**src/rtl/present_key_scheduler_pkg.sv**
```systemverilog
// Shared widths, FSM state encoding and the 4-bit S-box for the toy-PRESENT key schedule.
package present_pkg;

  localparam int KEY_W = 20;
  localparam int RK_W  = 16;
  localparam int IDX_W = 6;

  typedef enum logic [1:0] {
    IDLE,
    EMIT,
    FILL,
    EMIT_REV
  } state_t;

  function automatic logic [3:0] sbox(input logic [3:0] x);
    logic [3:0] y;
    case (x)
      4'h0: y = 4'hC;
      4'h1: y = 4'h5;
      4'h2: y = 4'h6;
      4'h3: y = 4'hB;
      4'h4: y = 4'h9;
      4'h5: y = 4'h0;
      4'h6: y = 4'hA;
      4'h7: y = 4'hD;
      4'h8: y = 4'h3;
      4'h9: y = 4'hE;
      4'hA: y = 4'hF;
      4'hB: y = 4'h8;
      4'hC: y = 4'h4;
      4'hD: y = 4'h7;
      4'hE: y = 4'h1;
      default: y = 4'h2;
    endcase
    return y;
  endfunction

endpackage

```
**src/rtl/present_key_scheduler_if.sv**
```systemverilog
// Key-load and round-key channels of the key scheduler; dec_mode exists only with KSCHED_REVERSE_EN.
interface present_key_scheduler_if;
  import present_pkg::*;

  logic [KEY_W-1:0] key_in;
  logic             key_valid;
  logic             key_ready;
  logic [RK_W-1:0]  rk;
  logic [IDX_W-1:0] rk_idx;
  logic             rk_valid;
  logic             rk_ready;
  logic             rk_last;
  logic             busy;
`ifdef KSCHED_REVERSE_EN
  logic             dec_mode;
`endif

  modport master (
`ifdef KSCHED_REVERSE_EN
    output dec_mode,
`endif
    output key_in, key_valid, rk_ready,
    input  key_ready, rk, rk_idx, rk_valid, rk_last, busy
  );

  modport slave (
`ifdef KSCHED_REVERSE_EN
    input  dec_mode,
`endif
    input  key_in, key_valid, rk_ready,
    output key_ready, rk, rk_idx, rk_valid, rk_last, busy
  );

endinterface

```
**src/rtl/present_key_scheduler_key_update.sv**
```systemverilog
// One combinational key-update step: rotate left 13, S-box the top nibble, fold the round LSB into bits [7:4].
module key_update
  import present_pkg::*;
(
  input  logic [KEY_W-1:0] key,
  input  logic             round_count_lsb,
  output logic [KEY_W-1:0] key_next
);

  logic [KEY_W-1:0] rot;

  assign rot      = {key[6:0], key[19:7]};
  assign key_next = {sbox(rot[19:16]), rot[15:8], rot[7:4] ^ {4{round_count_lsb}}, rot[3:0]};

endmodule

```
**src/rtl/present_key_scheduler.sv**
```systemverilog
// Round-key sequencer for toy-PRESENT; KSCHED_REVERSE_EN adds a buffered reverse (decryption) order.
//
// state    | meaning
// IDLE     | waiting for a master key, key_ready high
// EMIT     | presenting key_reg[19:4] as round key idx, advancing on each handshake
// FILL     | reverse mode: writing every round key into the buffer, no output
// EMIT_REV | reverse mode: replaying the buffer from idx NUM_ROUNDS+1 down to 1
module present_key_scheduler
  import present_pkg::*;
#(
  parameter int NUM_ROUNDS = 31
) (
  input  logic                    clk,
  input  logic                    rst_n,
  present_key_scheduler_if.slave  ks
);

  localparam logic [IDX_W-1:0] LAST_IDX = IDX_W'(NUM_ROUNDS + 1);
  localparam logic [IDX_W-1:0] ONE_IDX  = IDX_W'(1);

  state_t           state, state_nx;
  logic [KEY_W-1:0] key_reg, key_nx, key_upd;
  logic [IDX_W-1:0] idx, idx_nx;
  logic             at_last;
  logic [RK_W-1:0]  rk_cur;
  logic             rk_last_cur;

  key_update u_key_update (
    .key             (key_reg),
    .round_count_lsb (idx[0]),
    .key_next        (key_upd)
  );

  assign at_last = (idx == LAST_IDX);

`ifdef KSCHED_REVERSE_EN
  localparam int BUF_AW = $clog2(NUM_ROUNDS + 1);

  logic [RK_W-1:0]   rk_buf [0:NUM_ROUNDS];
  logic [BUF_AW-1:0] buf_addr;

  // Entry i-1 holds round key i so the buffer is exactly NUM_ROUNDS+1 deep.
  assign buf_addr = BUF_AW'(idx - ONE_IDX);

  always_ff @(posedge clk) begin
    if (state == FILL) begin
      rk_buf[buf_addr] <= key_reg[19:4];
    end
  end
`endif

  always_ff @(posedge clk) begin
    if (!rst_n) begin
      state   <= IDLE;
      key_reg <= '0;
      idx     <= '0;
    end else begin
      state   <= state_nx;
      key_reg <= key_nx;
      idx     <= idx_nx;
    end
  end

  always_comb begin
    state_nx    = state;
    key_nx      = key_reg;
    idx_nx      = idx;
    rk_cur      = '0;
    rk_last_cur = 1'b0;
    case (state)
      IDLE: begin
        if (ks.key_valid) begin
          key_nx = ks.key_in;
          idx_nx = ONE_IDX;
`ifdef KSCHED_REVERSE_EN
          state_nx = ks.dec_mode ? FILL : EMIT;
`else
          state_nx = EMIT;
`endif
        end
      end
      EMIT: begin
        rk_cur      = key_reg[19:4];
        rk_last_cur = at_last;
        if (ks.rk_ready) begin
          if (at_last) begin
            state_nx = IDLE;
          end else begin
            key_nx = key_upd;
            idx_nx = idx + ONE_IDX;
          end
        end
      end
`ifdef KSCHED_REVERSE_EN
      FILL: begin
        if (at_last) begin
          state_nx = EMIT_REV;
        end else begin
          key_nx = key_upd;
          idx_nx = idx + ONE_IDX;
        end
      end
      EMIT_REV: begin
        rk_cur      = rk_buf[buf_addr];
        rk_last_cur = (idx == ONE_IDX);
        if (ks.rk_ready) begin
          if (idx == ONE_IDX) begin
            state_nx = IDLE;
          end else begin
            idx_nx = idx - ONE_IDX;
          end
        end
      end
`endif
      default: state_nx = IDLE;
    endcase
  end

  assign ks.key_ready = (state == IDLE);
  assign ks.busy      = (state != IDLE);
  assign ks.rk_valid  = (state == EMIT) || (state == EMIT_REV);
  assign ks.rk        = rk_cur;
  assign ks.rk_idx    = ks.rk_valid ? idx : '0;
  assign ks.rk_last   = rk_last_cur;

endmodule

```
**src/flat_wrapper.sv**
```systemverilog
// flat-port wrapper written by rule: the top's interface ports become plain ports
module present_key_scheduler_flat import present_pkg::*;
#(
  parameter int NUM_ROUNDS = 31
)
  (clk, rst_n, ks_key_in, ks_key_valid, ks_rk_ready, ks_key_ready, ks_rk, ks_rk_idx, ks_rk_valid, ks_rk_last, ks_busy);
  present_key_scheduler_if ks_i ();
  input  logic clk;
  input  logic rst_n;
  input wire logic [$bits(ks_i.key_in)-1:0] ks_key_in;
  input wire logic [$bits(ks_i.key_valid)-1:0] ks_key_valid;
  input wire logic [$bits(ks_i.rk_ready)-1:0] ks_rk_ready;
  output wire logic [$bits(ks_i.key_ready)-1:0] ks_key_ready;
  output wire logic [$bits(ks_i.rk)-1:0] ks_rk;
  output wire logic [$bits(ks_i.rk_idx)-1:0] ks_rk_idx;
  output wire logic [$bits(ks_i.rk_valid)-1:0] ks_rk_valid;
  output wire logic [$bits(ks_i.rk_last)-1:0] ks_rk_last;
  output wire logic [$bits(ks_i.busy)-1:0] ks_busy;
  assign ks_i.key_in = ks_key_in;
  assign ks_i.key_valid = ks_key_valid;
  assign ks_i.rk_ready = ks_rk_ready;
  assign ks_key_ready = ks_i.key_ready;
  assign ks_rk = ks_i.rk;
  assign ks_rk_idx = ks_i.rk_idx;
  assign ks_rk_valid = ks_i.rk_valid;
  assign ks_rk_last = ks_i.rk_last;
  assign ks_busy = ks_i.busy;
  present_key_scheduler #(.NUM_ROUNDS(NUM_ROUNDS)) u_core (.clk(clk), .rst_n(rst_n), .ks(ks_i));
endmodule
```
**config.mk**
```make
export PLATFORM = sky130hd
export DESIGN_NAME = present_key_scheduler_flat
export DESIGN_NICKNAME = d
export VERILOG_FILES = /design/src/rtl/present_key_scheduler_pkg.sv /design/src/rtl/present_key_scheduler_if.sv /design/src/rtl/present_key_scheduler_key_update.sv /design/src/rtl/present_key_scheduler.sv /design/src/flat_wrapper.sv
export SDC_FILE = /design/constraint.sdc
export NUM_CORES = 1
export LEC_CHECK = 0
export ABC_CLOCK_PERIOD_IN_PS = 3070
export BUFFER_PORTS_ARGS = -buffer_cell sky130_fd_sc_hd__buf_2
export CORE_MARGIN = 5
export CORE_UTILIZATION = 52
export DETAILED_ROUTE_END_ITERATION = 6
export PLACE_DENSITY = 0.8
export SLEW_MARGIN = 20
export SYNTH_ARGS = -nofsm -noshare
export SYNTH_HDL_FRONTEND = slang
export SYNTH_SLANG_ARGS = --single-unit
```
**constraint.sdc**
```tcl
create_clock -name clk -period 3.07 [get_ports clk]
set_input_delay 0.4605 -clock clk [delete_from_list [all_inputs] [get_ports clk]]
set_output_delay 0.4605 -clock clk [all_outputs]
set_load 0.02 [all_outputs]
```
# == Yosys cells after proc, flatten, opt, wreduce, memory -nomap -nowiden ==
# Memories as Yosys holds them, arrays and structs flattened. A register that Yosys moved wholly into a read port is not among the register bits.
# Index checks and enable logic that the tools add are counted.
# op_classes
n_addsub,1
n_eq_ne,7
n_mux,17
bitwise_logic,1
n_reduce_logical,6
# op_table
cell,n
$mux 20,3
$pmux 20 s2,1
$mux 6,4
$mux 16,1
$pmux 6 s2,1
$mux 4,2
$add 6x1->6 const B,1
$eq 6x6->1 const B,1
$mux 2,3
$ne 2x2->1 const B,3
$pmux 2 s2,1
$reduce_and 4->1,1
$reduce_bool 2->1,2
$xor 4x4->4,1
$reduce_and 3->1,1
$eq 2x1->1 const B,1
$eq 2x2->1 const B,1
$logic_not 2->1,1
$ne 2x1->1 const B,1
$logic_or 1x1->1,1
$mux 1,1
# word_totals
register_bits,28
rom_bits,64
input_bits,24
output_inout_bits,26
wordCells,36
n_memories,1
# memory_table
name,words,word_bits,rd,rd_clocked_by_memory_dff,wr,line,text
(name not given),16,4,1,1,0,present_key_scheduler_pkg.sv:17,case (x)

# == Depth between registers and ports, before layout ==
# logic_depth
ltp_word,6
depth_mapped,11
ltp_nobuf,9

# == Hierarchy ==
# A second synthesis with hierarchy kept.
# hier_totals
cells_unflattened,216
area_unflattened_um2,1891.8
# modules_own_cells
module,instances,cells_per_inst,area_per_inst_um2,seq_area_each_um2
present_key_scheduler,1,182,1587.8,540.5
key_update,1,34,304.0,0.0

# == Worst setup path before layout ==
# No wires, ideal clock.
# synth_path
kind,reg2reg
start,reg u_core.idx[0]
end,"reg, netlist name u_core.u_key_update.key_next[16]"
setup_ns,0.134
t_arrival_ns,2.495
required_time_ns,2.936
path_slack_ns,0.441
path_stages_with_launch,12
n_path_buf,2
period_less_slack_ns,2.629
cell_sequence,dfxtp_1 buf_2 inv_1 ha_1 a32oi_4 buf_2 nand2_1 o21ai_1 inv_1 ha_1 or2_2 mux4_2
# synth_between
elab_chain_len,6
elab_cells_between_ends,9
classes_between,eq/ne (2); mux (5); bitwise (1); reduce/logical (1)
# synth_lines
element,line,text
"start, declared",present_key_scheduler.sv:23,"logic [IDX_W-1:0] idx, idx_nx;"
"start signal, assigned",present_key_scheduler.sv:60,idx <= idx_nx;
$xor 4x4->4,present_key_scheduler_key_update.sv:13,"assign key_next = {sbox(rot[19:16]), rot[15:8], rot[7:4] ^ {4{round_count_lsb}}, rot[3:0]};"
$mux 20,present_key_scheduler.sv:86,if (at_last) begin
$mux 20,present_key_scheduler.sv:85,if (ks.rk_ready) begin
$pmux 20 s2,present_key_scheduler.sv:70,case (state)
$mux 4 (no line) (*) (2 in a row),-,
# Mark *: on every way between the ends. The rest lies on a longest branch, timed or not. The select of a mux whose other input is x is not followed.
# A chain may end at the register's enable or synchronous reset.

# == Worst setup path after layout ==
# layout_path
start,reg u_core.state[0]
end,"reg, netlist name u_core.u_key_update.key_next[16]"
# layout_between
elab_chain_len,5
elab_cells_between_ends,10
classes_between,eq/ne (4); mux (3); reduce/logical (3)
# layout_lines
element,line,text
"start, declared",present_key_scheduler.sv:21,"state_t state, state_nx;"
"start signal, assigned",present_key_scheduler.sv:58,state <= state_nx;
$eq 2x1->1 / $logic_not 2->1 (equally long branches),present_key_scheduler.sv:70,
$ne 2x2->1 (no line) / $reduce_bool 2->1 (equally long branches),-,
$reduce_and 4->1 (no line),-,
$mux 4 (no line) (*) (2 in a row),-,
# Mark *: on every way between the ends. The rest lies on a longest branch, timed or not.

==> flow_results.xml <==
<?xml version="1.0" encoding="UTF-8"?>
<metrics>
  <group name="outcome">
    <metric name="status" unit="">finished clean</metric>
  </group>
  <group name="worst_hold_path">
    <metric name="count_of_cells_along_the_worst_hold_path" unit="">3</metric>
    <metric name="worst_hold_path.endpoint" unit="">u_core.key_reg[12]$_SDFFE_PN0N_</metric>
    <metric name="hold_path_class" unit="">in -&gt; reg</metric>
    <metric name="hp-start" unit="">ks_key_in[12]</metric>
  </group>
  <group name="sta">
    <metric name="final_period_minus_worst_setup_slack" unit="ns">2.59</metric>
    <metric name="maxSlewViolCount" unit="">0</metric>
    <metric name="final_hold_vio_count" unit="">0</metric>
    <metric name="tightest_slew" unit="ns">0.651</metric>
    <metric name="timing.fmax" unit="MHz">387</metric>
    <metric name="rsz_0062_raised_after_global_routing" unit="">no</metric>
    <metric name="min_period_over_period" unit="">0.842</metric>
    <metric name="max-slew-margin-rel" unit="">0.565</metric>
    <metric name="timing.setup.tns" unit="ns">0</metric>
    <metric name="fin_worst_skew" unit="ns">0.00852</metric>
    <metric name="setup_viol_count_final" unit="">0</metric>
  </group>
  <group name="global_route">
    <metric name="grt_pass1_vias" unit="">1434</metric>
    <metric name="overflow" unit="">0</metric>
    <metric name="grt_usage" unit="">0.179</metric>
    <metric name="grt_antenna_before_repair" unit="">0</metric>
    <metric name="grt_first_pass_wirelength" unit="um">6280</metric>
    <metric name="pin_count_of_the_biggest_net_entering_global_routing" unit="">23</metric>
  </group>
  <group name="logic_synthesis">
    <metric name="netlist_area" unit="um2">1800</metric>
    <metric name="synth-edff-count" unit="">0</metric>
    <metric name="synthFlopType" unit="">sky130_fd_sc_hd__dfxtp_1</metric>
    <metric name="syn-instance-count" unit="">196</metric>
    <metric name="yosys.area.top_type_share" unit="">0.345</metric>
    <metric name="cell_with_the_most_instances_after_synthesis" unit="">sky130_fd_sc_hd__dfxtp_1</metric>
    <metric name="net_count_of_the_mapped_netlist" unit="">227</metric>
    <metric name="ys_seq_elements" unit="">31</metric>
    <metric name="netlist_top_cells_area" unit="">sky130_fd_sc_hd__dfxtp_1 35%, sky130_fd_sc_hd__and2_1 9.4%, sky130_fd_sc_hd__ha_1 4.9%</metric>
    <metric name="ys_async_sr_fraction" unit="">0</metric>
    <metric name="synth_warnings" unit="">0</metric>
    <metric name="ys_seq_area_frac" unit="">0.345</metric>
    <metric name="synthDominantAreaCellType" unit="">sky130_fd_sc_hd__dfxtp_1</metric>
    <metric name="yosys-top-cells-count" unit="">31 x sky130_fd_sc_hd__dfxtp_1, 27 x sky130_fd_sc_hd__and2_1, 16 x sky130_fd_sc_hd__nand2_1</metric>
    <metric name="syn_area_cell" unit="um2">9.17</metric>
    <metric name="yosys.cell_types.count" unit="">40</metric>
  </group>
  <group name="floorplanning">
    <metric name="floorplan.die_area" unit="um2">4730</metric>
    <metric name="ioPinCount" unit="">50</metric>
    <metric name="floorplan.initialDensity" unit="">0.538</metric>
    <metric name="core_area" unit="um2">3340</metric>
    <metric name="fp.dieH" unit="um">68.8</metric>
    <metric name="die_x" unit="um">68.8</metric>
    <metric name="floorplan.rows" unit="">21</metric>
  </group>
  <group name="critical_path">
    <metric name="cp_num_cells" unit="">9</metric>
    <metric name="critPathKind" unit="">reg -&gt; reg</metric>
    <metric name="timing.critical_path.from_type" unit="">flip-flop</metric>
    <metric name="critical_path.max_stage_delay" unit="ns">0.49</metric>
    <metric name="r2r_setup_slack" unit="ns">0.48</metric>
    <metric name="cp_max_fanout" unit="">17</metric>
    <metric name="crit_buf_inv" unit="">2</metric>
    <metric name="critical_path.reg2reg.endpoint" unit="">u_core.u_key_update.key_next[16]$_DFF_P_</metric>
    <metric name="critical_path.top_delay_family" unit="">compound AO/OA/AOI/OAI gates</metric>
    <metric name="cp_cell_sequence" unit="">buf_4, o21ai_0, a21oi_1, nand2_1, o21ai_1, inv_1, ha_1, or2_2, mux4_2</metric>
    <metric name="regToRegStartpoint" unit="">u_core.state[0]$_SDFFE_PN0P_</metric>
    <metric name="cp.arrival" unit="ns">2.80</metric>
    <metric name="crit_required" unit="ns">3.28</metric>
    <metric name="timing.critical_path.slowest_stage_cell" unit="">sky130_fd_sc_hd__dfxtp_1</metric>
    <metric name="critical_path.endpoint_type" unit="">flip-flop</metric>
    <metric name="r2r.worst_path.cells" unit="">9</metric>
  </group>
  <group name="power_and_ir_drop">
    <metric name="combinational_share_of_power" unit="">0.237</metric>
    <metric name="seq_power_share" unit="">0.478</metric>
    <metric name="p_leak" unit="nW">1.05</metric>
    <metric name="cell_internal_pwr" unit="mW">0.681</metric>
    <metric name="pwr-share-clk" unit="">0.285</metric>
    <metric name="powerDensity" unit="nW/um2">444</metric>
    <metric name="power" unit="mW">0.957</metric>
    <metric name="netSwitchingFraction" unit="">0.289</metric>
    <metric name="net-switching-power" unit="mW">0.277</metric>
    <metric name="vdd_ir_drop_max" unit="V">0.000290</metric>
  </group>
  <group name="final_layout">
    <metric name="multi_input_comb_area" unit="um2">1070</metric>
    <metric name="number_of_inserted_filler_cells_in_the_final_layout" unit="">295</metric>
    <metric name="area.sequential" unit="um2">621</metric>
    <metric name="n_antenna_cell" unit="">0</metric>
    <metric name="layout-drive-gt1-share" unit="">0.305</metric>
    <metric name="flip_flop_count_of_the_largest_register_all_copies_and_words_added" unit="">20</metric>
    <metric name="areaGrowthSynthToFinish" unit="%">20.0</metric>
    <metric name="nNetsFinal" unit="">276</metric>
    <metric name="util_after_layout" unit="">0.646</metric>
  </group>
  <group name="clocking">
    <metric name="cts.repair_timing.setup_buffer_count" unit="">0</metric>
    <metric name="cts_repair_resize_count" unit="">0</metric>
    <metric name="clk_transition_reported_paths" unit="ns">0.10</metric>
    <metric name="cts_hold_buf" unit="">0</metric>
    <metric name="clock_network_latency_to_the_later_pin_of_the_worst_skew_pair" unit="ns">0.33</metric>
    <metric name="number_of_levels_in_the_clock_h_tree" unit="">2</metric>
    <metric name="clock_sinks" unit="">31</metric>
    <metric name="cts_max_path_buffers" unit="">2</metric>
    <metric name="tritoncts.num_buffers" unit="">5</metric>
    <metric name="tritoncts" unit="">yes</metric>
    <metric name="clock_tree.root_cell" unit="">sky130_fd_sc_hd__clkbuf_4</metric>
  </group>
  <group name="route">
    <metric name="wire_length_reported_by_the_detailed_router" unit="um">3830</metric>
    <metric name="drt_pre_antenna_iters" unit="">4</metric>
    <metric name="drcViolationCount" unit="">0</metric>
    <metric name="detailroute.via_count" unit="">1513</metric>
    <metric name="drt_iter0_markers" unit="">87</metric>
    <metric name="drt-wirelength-per-cell" unit="um">13.1</metric>
    <metric name="antenna_violating_nets_post_route" unit="">0</metric>
    <metric name="vias_per_cell" unit="">5.18</metric>
  </group>
  <group name="run">
    <metric name="maxCapViolCount" unit="">0</metric>
  </group>
  <group name="place">
    <metric name="portBuffers" unit="">49</metric>
    <metric name="place_congestion" unit="">0.869</metric>
    <metric name="place_hpwl" unit="um">2950</metric>
  </group>
</metrics>
-- final cells by class --
class | count | area share
clock buffer | 8 | 0.0319
tap | 46 | 0.0267
multi-input combinational | 141 | 0.498
inverter | 10 | 0.0174
timing repair buffer | 56 | 0.138
sequential | 31 | 0.288
-- power groups by stage --
stage	Clock [mW]	Combinational, mW	Sequential, mW
after global routing	0.295	0.253	0.462
after CTS	0.277	0.230	0.458
final	0.272	0.227	0.458
after detailed placement	0	0.229	0.467
after global placement	0	0.225	0.466
after floorplan	0	0.170	0.463
-- placed cells by master (no fill, tap or decap), drive strengths merged, types with 2 or more instances in the layout --
cell	synthesis	layout
buf	9	56
dfxtp	31	31
and2	28	28
nand2	17	17
nor2	11	11
inv	10	10
nor2b	9	9
a221oi	8	8
o211a	8	8
mux2i	8	8
clkbuf	5	8
ha	7	7
o21ai	7	7
xnor2	4	4
a21oi	4	4
xor2	4	4
nand3	3	3
o221a	3	3
mux2	3	3
a31oi	2	2
and3	2	2
mux4	2	2
a21boi	2	2
-- tightest hold or removal path: cells and delay by family --
| kind | cells | cell delay, ns |
|---|---|---|
| and+or+nand+nor | 1 | 0.09 |
| buffers and inverters | 1 | 0.08 |
| AOI/OAI and AO/OA | 1 | 0.06 |
-- kinds of logic after synthesis --
family,count (synthesis),share of synthesized area
AOI/OAI and AO/OA,39,0.180
xor gates and xnor gates,8,0.0390
adders and majority gates,7,0.0487
buffers and inverters,24,0.0571
DFF,31,0.345
muxes,13,0.0996
and+or+nand+nor,74,0.230
-- metrics by stage --
| step | area [um2] | hold slack [ns] | std cells | worst slack (ns) |
|---|---|---|---|---|
| final | 2160 | 0.383 | 292 | 0.485 |
| after global routing | 2160 | 0.382 | 292 | 0.331 |
| after CTS | 2160 | 0.376 | 292 | 0.499 |
| after detailed placement | 2090 | 0.459 | 284 | 0.541 |
| after global placement | 2090 | 0.446 | 284 | 0.625 |
| after floorplan | 1800 | 0.436 | 196 | 0.441 |
-- worst max-delay path by stage --
stage	from	end	slack, ns
2_1_floorplan	u_core.idx[0]$_SDFFE_PN0N_	u_core.u_key_update.key_next[16]$_DFF_P_	0.44
3_3_place_gp	rst_n	u_core.u_key_update.key_next[16]$_DFF_P_	0.62
3_5_place_dp	u_core.state[0]$_SDFFE_PN0P_	u_core.u_key_update.key_next[16]$_DFF_P_	0.54
4_1_cts	u_core.state[0]$_SDFFE_PN0P_	u_core.u_key_update.key_next[16]$_DFF_P_	0.50
5_1_grt	u_core.state[0]$_SDFFE_PN0P_	u_core.u_key_update.key_next[16]$_DFF_P_	0.33
6_report	u_core.state[0]$_SDFFE_PN0P_	u_core.u_key_update.key_next[16]$_DFF_P_	0.48
-- per-layer routing --
metal | share of wire | routed length (um) | track usage | up-vias
li1 | - | - | - | 775
met1 | 0.45 | 1720 | 0.216 | 698
met2 | 0.47 | 1810 | 0.298 | 36
met3 | 0.069 | 265 | 0.0583 | 4
met4 | 0.0089 | 34 | 0.0657 | 0
met5 | 0 | 0 | 0 | -
No activity file was read; power rests on OpenSTA's default activity.
